--- src/rtl/axi4_fill_ctrl.sv ---
// ---------------------------------------------------------------------------
// axi4_fill_ctrl
//
// AXI4 write-master sequencer that fills a memory region with a data pattern.
// A start/base/length command is split into INCR bursts. No burst is longer
// than MAX_BURST beats, and no burst crosses a 4KB page. Only one
// transaction is in flight at a time: AW completes, then all W beats, then B.
// Bursts that come back with a non-OKAY response are counted in err_cnt.
//
// Ports
//   ACLK, ARESETn   clock, asynchronous active-low reset
//   start           command strobe; only sampled while IDLE
//   base_addr       start byte address (bits [1:0] ignored)
//   num_words       number of words to write (0 = immediate done)
//   seed, mode      pattern: mode 0 -> seed, mode 1 -> seed + word index
//   busy, done      busy while a command runs; done is a one-cycle pulse
//   err_cnt         saturating count of error responses for this command
//   AW*/W*/B*       AXI4 write-channel master signals
//
// State table
//   IDLE | wait for start
//   CALC | size the next burst (length, 4KB limit, MAX_BURST limit)
//   AW   | present burst address, wait for AWREADY
//   W    | stream the burst's data beats
//   B    | wait for the write response, advance address and remaining count
//   DONE | one-cycle completion pulse
// ---------------------------------------------------------------------------
module axi4_fill_ctrl #(
  parameter int DATA_WIDTH = 32,
  parameter int ADDR_WIDTH = 16,
  parameter int MAX_BURST  = 16
) (
  input  logic                  ACLK,
  input  logic                  ARESETn,
  input  logic                  start,
  input  logic [ADDR_WIDTH-1:0] base_addr,
  input  logic [15:0]           num_words,
  input  logic [DATA_WIDTH-1:0] seed,
  input  logic                  mode,
  output logic                  busy,
  output logic                  done,
  output logic [7:0]            err_cnt,
  output logic [ADDR_WIDTH-1:0] AWADDR,
  output logic [7:0]            AWLEN,
  output logic [2:0]            AWSIZE,
  output logic                  AWVALID,
  input  logic                  AWREADY,
  output logic [DATA_WIDTH-1:0] WDATA,
  output logic                  WVALID,
  output logic                  WLAST,
  input  logic                  WREADY,
  input  logic [1:0]            BRESP,
  input  logic                  BVALID,
  output logic                  BREADY
);

  localparam logic [2:0] ST_IDLE = 3'd0;
  localparam logic [2:0] ST_CALC = 3'd1;
  localparam logic [2:0] ST_AW   = 3'd2;
  localparam logic [2:0] ST_W    = 3'd3;
  localparam logic [2:0] ST_B    = 3'd4;
  localparam logic [2:0] ST_DONE = 3'd5;

  localparam logic [ADDR_WIDTH-1:0] WORD_MASK = {{(ADDR_WIDTH-2){1'b1}}, 2'b00};

  logic [2:0]            state;
  logic [ADDR_WIDTH-1:0] cur_addr;
  logic [15:0]           remaining;
  logic [15:0]           word_idx;
  logic [DATA_WIDTH-1:0] seed_q;
  logic                  mode_q;
  logic [8:0]            beats;
  logic [7:0]            beat_cnt;

  logic [12:0]           page_room;
  logic [8:0]            beats_calc;
  logic [DATA_WIDTH-1:0] word_cur;
  logic [DATA_WIDTH-1:0] word_nxt;

  assign AWSIZE = 3'b010;

  // Words left before the next 4KB boundary; 1..1024 for an aligned address.
  assign page_room = (13'd4096 - {1'b0, cur_addr[11:0]}) >> 2;

  always_comb begin
    beats_calc = 9'(MAX_BURST);
    if ({3'b000, page_room} < {7'b0, beats_calc})
      beats_calc = page_room[8:0];
    if (remaining < {7'b0, beats_calc})
      beats_calc = remaining[8:0];
  end

  // Pattern for the current word index and for the one after it; the second
  // is what gets loaded when a non-last beat handshakes.
  assign word_cur = mode_q ? (seed_q + DATA_WIDTH'(word_idx)) : seed_q;
  assign word_nxt = mode_q ? (seed_q + DATA_WIDTH'(word_idx + 16'd1)) : seed_q;

  always_ff @(posedge ACLK or negedge ARESETn) begin
    if (!ARESETn) begin
      state     <= ST_IDLE;
      cur_addr  <= '0;
      remaining <= '0;
      word_idx  <= '0;
      seed_q    <= '0;
      mode_q    <= 1'b0;
      beats     <= '0;
      beat_cnt  <= '0;
      busy      <= 1'b0;
      done      <= 1'b0;
      err_cnt   <= '0;
      AWADDR    <= '0;
      AWLEN     <= '0;
      AWVALID   <= 1'b0;
      WDATA     <= '0;
      WVALID    <= 1'b0;
      WLAST     <= 1'b0;
      BREADY    <= 1'b0;
    end else begin
      done <= 1'b0;
      case (state)
        ST_IDLE: begin
          if (start) begin
            err_cnt <= '0;
            if (num_words != 16'd0) begin
              cur_addr  <= base_addr & WORD_MASK;
              remaining <= num_words;
              seed_q    <= seed;
              mode_q    <= mode;
              word_idx  <= '0;
              busy      <= 1'b1;
              state     <= ST_CALC;
            end else begin
              // Empty command: acknowledge without touching the bus.
              done <= 1'b1;
            end
          end
        end

        ST_CALC: begin
          beats   <= beats_calc;
          AWADDR  <= cur_addr;
          // A 256-beat burst wraps to 8'hFF here, which is the right AWLEN.
          AWLEN   <= beats_calc[7:0] - 8'd1;
          AWVALID <= 1'b1;
          state   <= ST_AW;
        end

        ST_AW: begin
          if (AWREADY) begin
            AWVALID  <= 1'b0;
            WVALID   <= 1'b1;
            WDATA    <= word_cur;
            WLAST    <= (AWLEN == 8'd0);
            beat_cnt <= '0;
            state    <= ST_W;
          end
        end

        ST_W: begin
          if (WREADY) begin
            word_idx <= word_idx + 16'd1;
            beat_cnt <= beat_cnt + 8'd1;
            if (WLAST) begin
              WVALID <= 1'b0;
              WLAST  <= 1'b0;
              BREADY <= 1'b1;
              state  <= ST_B;
            end else begin
              WDATA <= word_nxt;
              WLAST <= ((beat_cnt + 8'd1) == AWLEN);
            end
          end
        end

        ST_B: begin
          if (BVALID) begin
            BREADY <= 1'b0;
            if (BRESP != 2'b00 && err_cnt != 8'hFF)
              err_cnt <= err_cnt + 8'd1;
            cur_addr  <= cur_addr + ADDR_WIDTH'({beats, 2'b00});
            remaining <= remaining - {7'b0, beats};
            if (remaining == {7'b0, beats}) begin
              done  <= 1'b1;
              busy  <= 1'b0;
              state <= ST_DONE;
            end else begin
              state <= ST_CALC;
            end
          end
        end

        ST_DONE: begin
          state <= ST_IDLE;
        end

        default: begin
          state <= ST_IDLE;
        end
      endcase
    end
  end

endmodule

--- config.mk ---
export PLATFORM = sky130hd
export DESIGN_NAME = axi4_fill_ctrl
export DESIGN_NICKNAME = d
export VERILOG_FILES = /design/src/rtl/axi4_fill_ctrl.sv
export SDC_FILE = /design/constraint.sdc
export NUM_CORES = 1
export LEC_CHECK = 0
export BUFFER_PORTS_ARGS = -buffer_cell sky130_fd_sc_hd__buf_4
export CAP_MARGIN = 20
export CORE_MARGIN = 2
export CORE_UTILIZATION = 45
export DETAILED_ROUTE_END_ITERATION = 7
export PLACE_DENSITY = 0.75
export SLEW_MARGIN = 20
export SYNTH_ARGS = -nofsm -noshare
export SYNTH_HDL_FRONTEND = slang
export SYNTH_SLANG_ARGS = --single-unit
--- constraint.sdc ---
create_clock -name ACLK -period 7.2 [get_ports ACLK]
set_input_delay 1.08 -clock ACLK [delete_from_list [all_inputs] [get_ports ACLK]]
set_output_delay 1.08 -clock ACLK [all_outputs]
set_load 0.02 [all_outputs]
Word level (Yosys, flattened, before mapping):

Cells that the tools add are included.

* flip-flop bits (word level): 171
* bits of input ports: 73
* output and inout port bits: 73
* logic and storage cells: 126

* add/subtract/negate cells: 10
* magnitude comparators: 2
* eq/ne operators: 16
* mux-type cells: 59
* reductions and logical operators: 21

Operators with widths (count)
* 32-bit 2-to-1 mux: 5
* 16-bit 2-to-1 mux: 9
* 16-bit case mux with 2 select lines: 3
* 32-bit case mux with 2 select lines: 1
* 8-bit 2-to-1 mux: 5
* 32-bit by 16-bit adder with 32-bit output: 1
* 32-bit by 17-bit adder with 32-bit output: 1
* 8-bit case mux with 2 select lines: 2
* 4-bit AND reduction: 6
* 3-bit 2-to-1 mux: 7
* 1-bit 2-to-1 mux: 18
* 9-bit 2-to-1 mux: 2
* 2-bit != test (second input constant): 9
* 16-bit by 1-bit adder with 17-bit output (second input constant): 1
* 16-bit by 1-bit adder with 16-bit output (second input constant): 1
* 16-bit by 11-bit adder with 16-bit output: 1
* 8-bit by 1-bit adder with 8-bit output (second input constant): 2
* 16-bit by 9-bit == test with 1-bit output: 1
* 16-bit by 9-bit less-than comparator with 1-bit output: 1
* 16-bit nonzero test: 1
* 16-bit by 9-bit subtractor with 16-bit output: 1
* 3-bit case mux with 5 select lines: 1
* 13-bit by 12-bit subtractor with 13-bit output (first input constant): 1
* 1-bit case mux with 2 select lines: 6
* other kinds (15): 22

Logic depth before layout (Yosys ltp):

* depth after elaboration: 6
* mapped depth: 17
* mapped depth without buffers: 17

Worst setup path after synthesis:

OpenSTA, ideal clock, no wires.

* path kind: register to register
* start: register cur_addr[2]
* end: register AWLEN[6]
* library setup time: 0.125 ns
* arrival time: 3.625 ns
* required time: 7.075 ns
* setup slack: 3.450 ns
* stages on the path, launching flop included: 18
* path buffers: 0
* period minus slack after synthesis: 3.750 ns
* cells stage by stage: dfrtp_1 -> inv_1 -> ha_1 -> nor3b_2 -> mux2i_1 -> nor3_2 -> nand2_1 -> ha_1 -> a211oi_1 -> nand2_1 -> o21ai_4 -> mux2_2 -> ha_1 -> nor2b_1 -> nand3b_1 -> xor2_1 -> mux2i_1 -> mux2_2

* word-level cells in the longest chain between the ends: 6

RTL lines
* from (decl): line 67 `logic [ADDR_WIDTH-1:0] cur_addr;`
* from (signal assigned): line 125 `cur_addr <= base_addr & WORD_MASK;`
* from (signal assigned): line 180 `cur_addr <= cur_addr + ADDR_WIDTH'({beats, 2'b00});`
* 13-bit by 12-bit subtractor with 13-bit output *: line 83 `assign page_room = (13'd4096 - {1'b0, cur_addr[11:0]}) >> 2;`
* 11-bit by 5-bit less-than comparator with 1-bit output: line 87 `if ({3'b000, page_room} < {7'b0, beats_calc})`
* 9-bit 2-to-1 mux *: line 87
* 16-bit by 9-bit less-than comparator with 1-bit output: line 89 `if (remaining < {7'b0, beats_calc})`
* 9-bit 2-to-1 mux *: line 89
* 8-bit by 1-bit subtractor with 8-bit output *: line 143 `AWLEN <= beats_calc[7:0] - 8'd1;`
* to (signal assigned): line 143
* to (decl): line 44 `output logic [7:0] AWLEN,`

Mark *: on every way between the ends. The rest lies on a longest branch, timed or not.
A chain may end at the register's enable or synchronous reset.

Worst setup path after layout:

Same ends and word-level chain as after synthesis.

==> impl_metrics.json <==
{
  "cts_resized": 0,
  "path_class": "reg -> reg",
  "clock_sinks": 167,
  "overflow": 0,
  "synth-async-reset-ratio_pct": 100,
  "ys_warn_count": 0,
  "tightest_slew_ps": 1030,
  "nNetsFinal": 1383,
  "clk_latency_ps": 440,
  "synth-edff-count": 0,
  "fin_skew_ps": 12.6,
  "r2r_end": "AWLEN[6]$_DFFE_PN0P_",
  "track_usage_pct": 22.8,
  "drv_slew": 0,
  "yosysTopAreaCell": "dfrtp_1",
  "final_cell_mix": "dfrtp_1 (167), buf_4 (146), nand2_1 (145)",
  "crit_path_start": "cur_addr[2]$_DFFE_PN0P_",
  "p_leak_uw": 0.00544,
  "final_area_um2": 12000,
  "routedWlPerCell_um": 17.2,
  "yosysUniqueCellTypes": 72,
  "antenna_found_initial": 0,
  "drc": 0,
  "row_count": 55,
  "ff_latch_area_um2": 4180,
  "grt_pass1_vias": 8434,
  "ys_seq_area_share_pct": 40.9,
  "firstDrtPassIters": 5,
  "areaGrowthSynthToFinish_pct": 17.9,
  "place.gp.congestion": 0.876,
  "cts_tree": "built",
  "tns_ps": 0,
  "synth.top_cell.area_share_pct": 40.9,
  "synth_cells": 1139,
  "grt_pass1_wl_mm": 43.6,
  "multi_input_area_um2": 5690,
  "cts_root_buf": "clkbuf_16",
  "layout_commonest_cell": "dfrtp_1",
  "syn-cell-area_um2": 10200,
  "dieArea_um2": 23900,
  "placed_cell_area_um2": 11500,
  "period_needed_ps": 4630,
  "p_per_area_nw_per_um2": 412,
  "synthFlopType": "dfrtp_1",
  "grt_setup_unrepaired": "no",
  "num_vias": 8971,
  "crit_end": "AWLEN[6]$_DFFE_PN0P_",
  "synth.avg_cell_area_um2": 8.96,
  "clockBufferDepth": 2,
  "post-dp-hpwl_mm": 19.2,
  "cp-end-kind": "register",
  "relSlewSlack_pct": 30.9,
  "crit_path_start_kind": "register",
  "start_util_pct": 45.5,
  "r2r_cells": 17,
  "die_w_um": 155,
  "drtIter0Drc": 546,
  "fmax_ghz": 0.216,
  "cts_setup_buffers": 0,
  "reg2reg_slack_ps": 2570,
  "grt_max_degree": 91,
  "clkSlewWorstSetupHoldPaths_ps": 70,
  "worst-path-max-fanout": 17,
  "cts_max_level": 4,
  "chipHeight_um": 155,
  "cp_data_arrival_time_ps": 4950,
  "drt-total-wl_mm": 26.8,
  "io_pins": 146,
  "vias_per_cell": 5.77,
  "min_period_over_period_pct": 64.3,
  "utilization_pct": 53.7,
  "synth-seq-cells": 167,
  "drive_gt1_share_pct": 18.3,
  "synth.area.top_cells": "dfrtp_1 (41%), ha_1 (5.9%), nand2_1 (5.3%), o21ai_0 (4.3%), mux2_2 (3.7%)",
  "ir_drop_mv": 0.198,
  "drv_cap": 0,
  "io_buffers": 138,
  "cts_hold_buf": 0,
  "crit_required_ps": 7520,
  "reg2reg_from": "cur_addr[2]$_DFFE_PN0P_",
  "cts_buffers": 17,
  "antenna_cells": 0,
  "finalSetupViolations": 0,
  "outcome": "finished clean",
  "finalHoldViolations": 0,
  "fin_hold_ws_ps": 480,
  "hold_class": "reg -> reg",
  "ant_nets": 0,
  "coreArea_um2": 22400,
  "fillers": 2079
}
## cells in the mapped netlist (6+ instances only)
master,count
a21o_1,13
ha_1,48
o211ai_1,21
a31oi_1,12
o21a_1,13
o21ai_0,87
and3_1,26
nand2b_1,10
xor2_1,26
nand4_1,11
nand3_1,52
a211oi_1,9
buf_2,7
mux2i_1,11
nor3_1,27
dfrtp_1,167
or3_1,19
mux2_2,34
nor2b_1,12
a211o_1,10
xnor2_1,33
inv_1,34
nand2_1,145
nor4_1,11
o22ai_1,7
a22oi_1,9
a21oi_1,67
clkbuf_1,37
buf_4,6
nor2_1,90
o31ai_1,6
## flip-flops by register name (all words and copies together) (netlist names), 8 cells and up
name / flops
beats: 9
word_idx: 16
remaining: 16
cur_addr: 14
err_cnt: 8
seed_q: 32
AWADDR: 14
WDATA: 32
beat_cnt: 8
AWLEN: 8
## where the power goes
part / switching, uW / internal (uW)
Sequential: 437 / 1300
Clock: 400 / 492
Combinational: 1330 / 1010
Total: 2160 / 2800
## final cells by class
| cell class | instances | share of cell area, % |
|---|---|---|
| inverters | 34 | 1.06 |
| clock inverters | 11 | 0.935 |
| well taps | 285 | 2.96 |
| repair buffers | 148 | 9.29 |
| clock buffers | 21 | 3.74 |
| multi-input cells | 890 | 47.3 |
| flip-flops and latches | 167 | 34.7 |
## worst max-delay path: stages, from the launching register on
cell      delay, ps
dfrtp_1         470
inv_1           140
ha_1            280
nor3b_2         180
mux2i_1         150
nor3_2          420
nand2_1         160
ha_1            320
a211oi_1        210
nand2_1         120
o21ai_4         480
mux2i_1         360
ha_1            310
nor2b_1         230
nand3b_1        120
xor2_1          160
mux2i_1         110
mux2_2          280
## routing by layer
metal	share of wire, %	track usage (%)
met1	44	30.3
met2	48	37.8
met3	6.4	4.15
met4	1.8	7.32
met5	0	0
## stage by stage
step	std cells	setup WS [ps]	power (uW)
CTS	1556	2590	4970
detailed placement	1524	2620	4060
finish	1556	2570	4960
global route	1556	2100	5330
global placement	1524	2770	3990
floorplan	1146	3450	3310
## cells by family (layout without fill, tap and decap cells)
logic type | Yosys count | count (layout) | synth area share [%]
AOI/OAI and AO/OA | 294 | 294 | 18.4
xor gates and xnor gates | 59 | 59 | 5.06
adders and majority gates | 52 | 52 | 6.67
buffers and inverters | 89 | 214 | 3.80
DFF | 167 | 167 | 40.9
muxes | 46 | 46 | 5.05
other | 2 | 9 | 0.0735
and+or+nand+nor | 430 | 430 | 20.1
## worst min path at each step
| stage | cells past startpoint | endpoint | start | slack, ps |
|---|---|---|---|---|
| finish | 2 | AWADDR[4]$_DFFE_PN0P_ | AWADDR[4]$_DFFE_PN0P_ | 480 |
| global route | 2 | AWADDR[14]$_DFFE_PN0P_ | AWADDR[14]$_DFFE_PN0P_ | 510 |
| CTS | 2 | AWADDR[9]$_DFFE_PN0P_ | AWADDR[9]$_DFFE_PN0P_ | 490 |
| detailed placement | 2 | AWADDR[4]$_DFFE_PN0P_ | AWADDR[4]$_DFFE_PN0P_ | 470 |
| global placement | 2 | AWADDR[14]$_DFFE_PN0P_ | AWADDR[14]$_DFFE_PN0P_ | 460 |
| floorplan | 2 | AWADDR[15]$_DFFE_PN0P_ | cur_addr[15]$_DFFE_PN0P_ | 460 |
No activity file was read; power rests on OpenSTA's default activity.
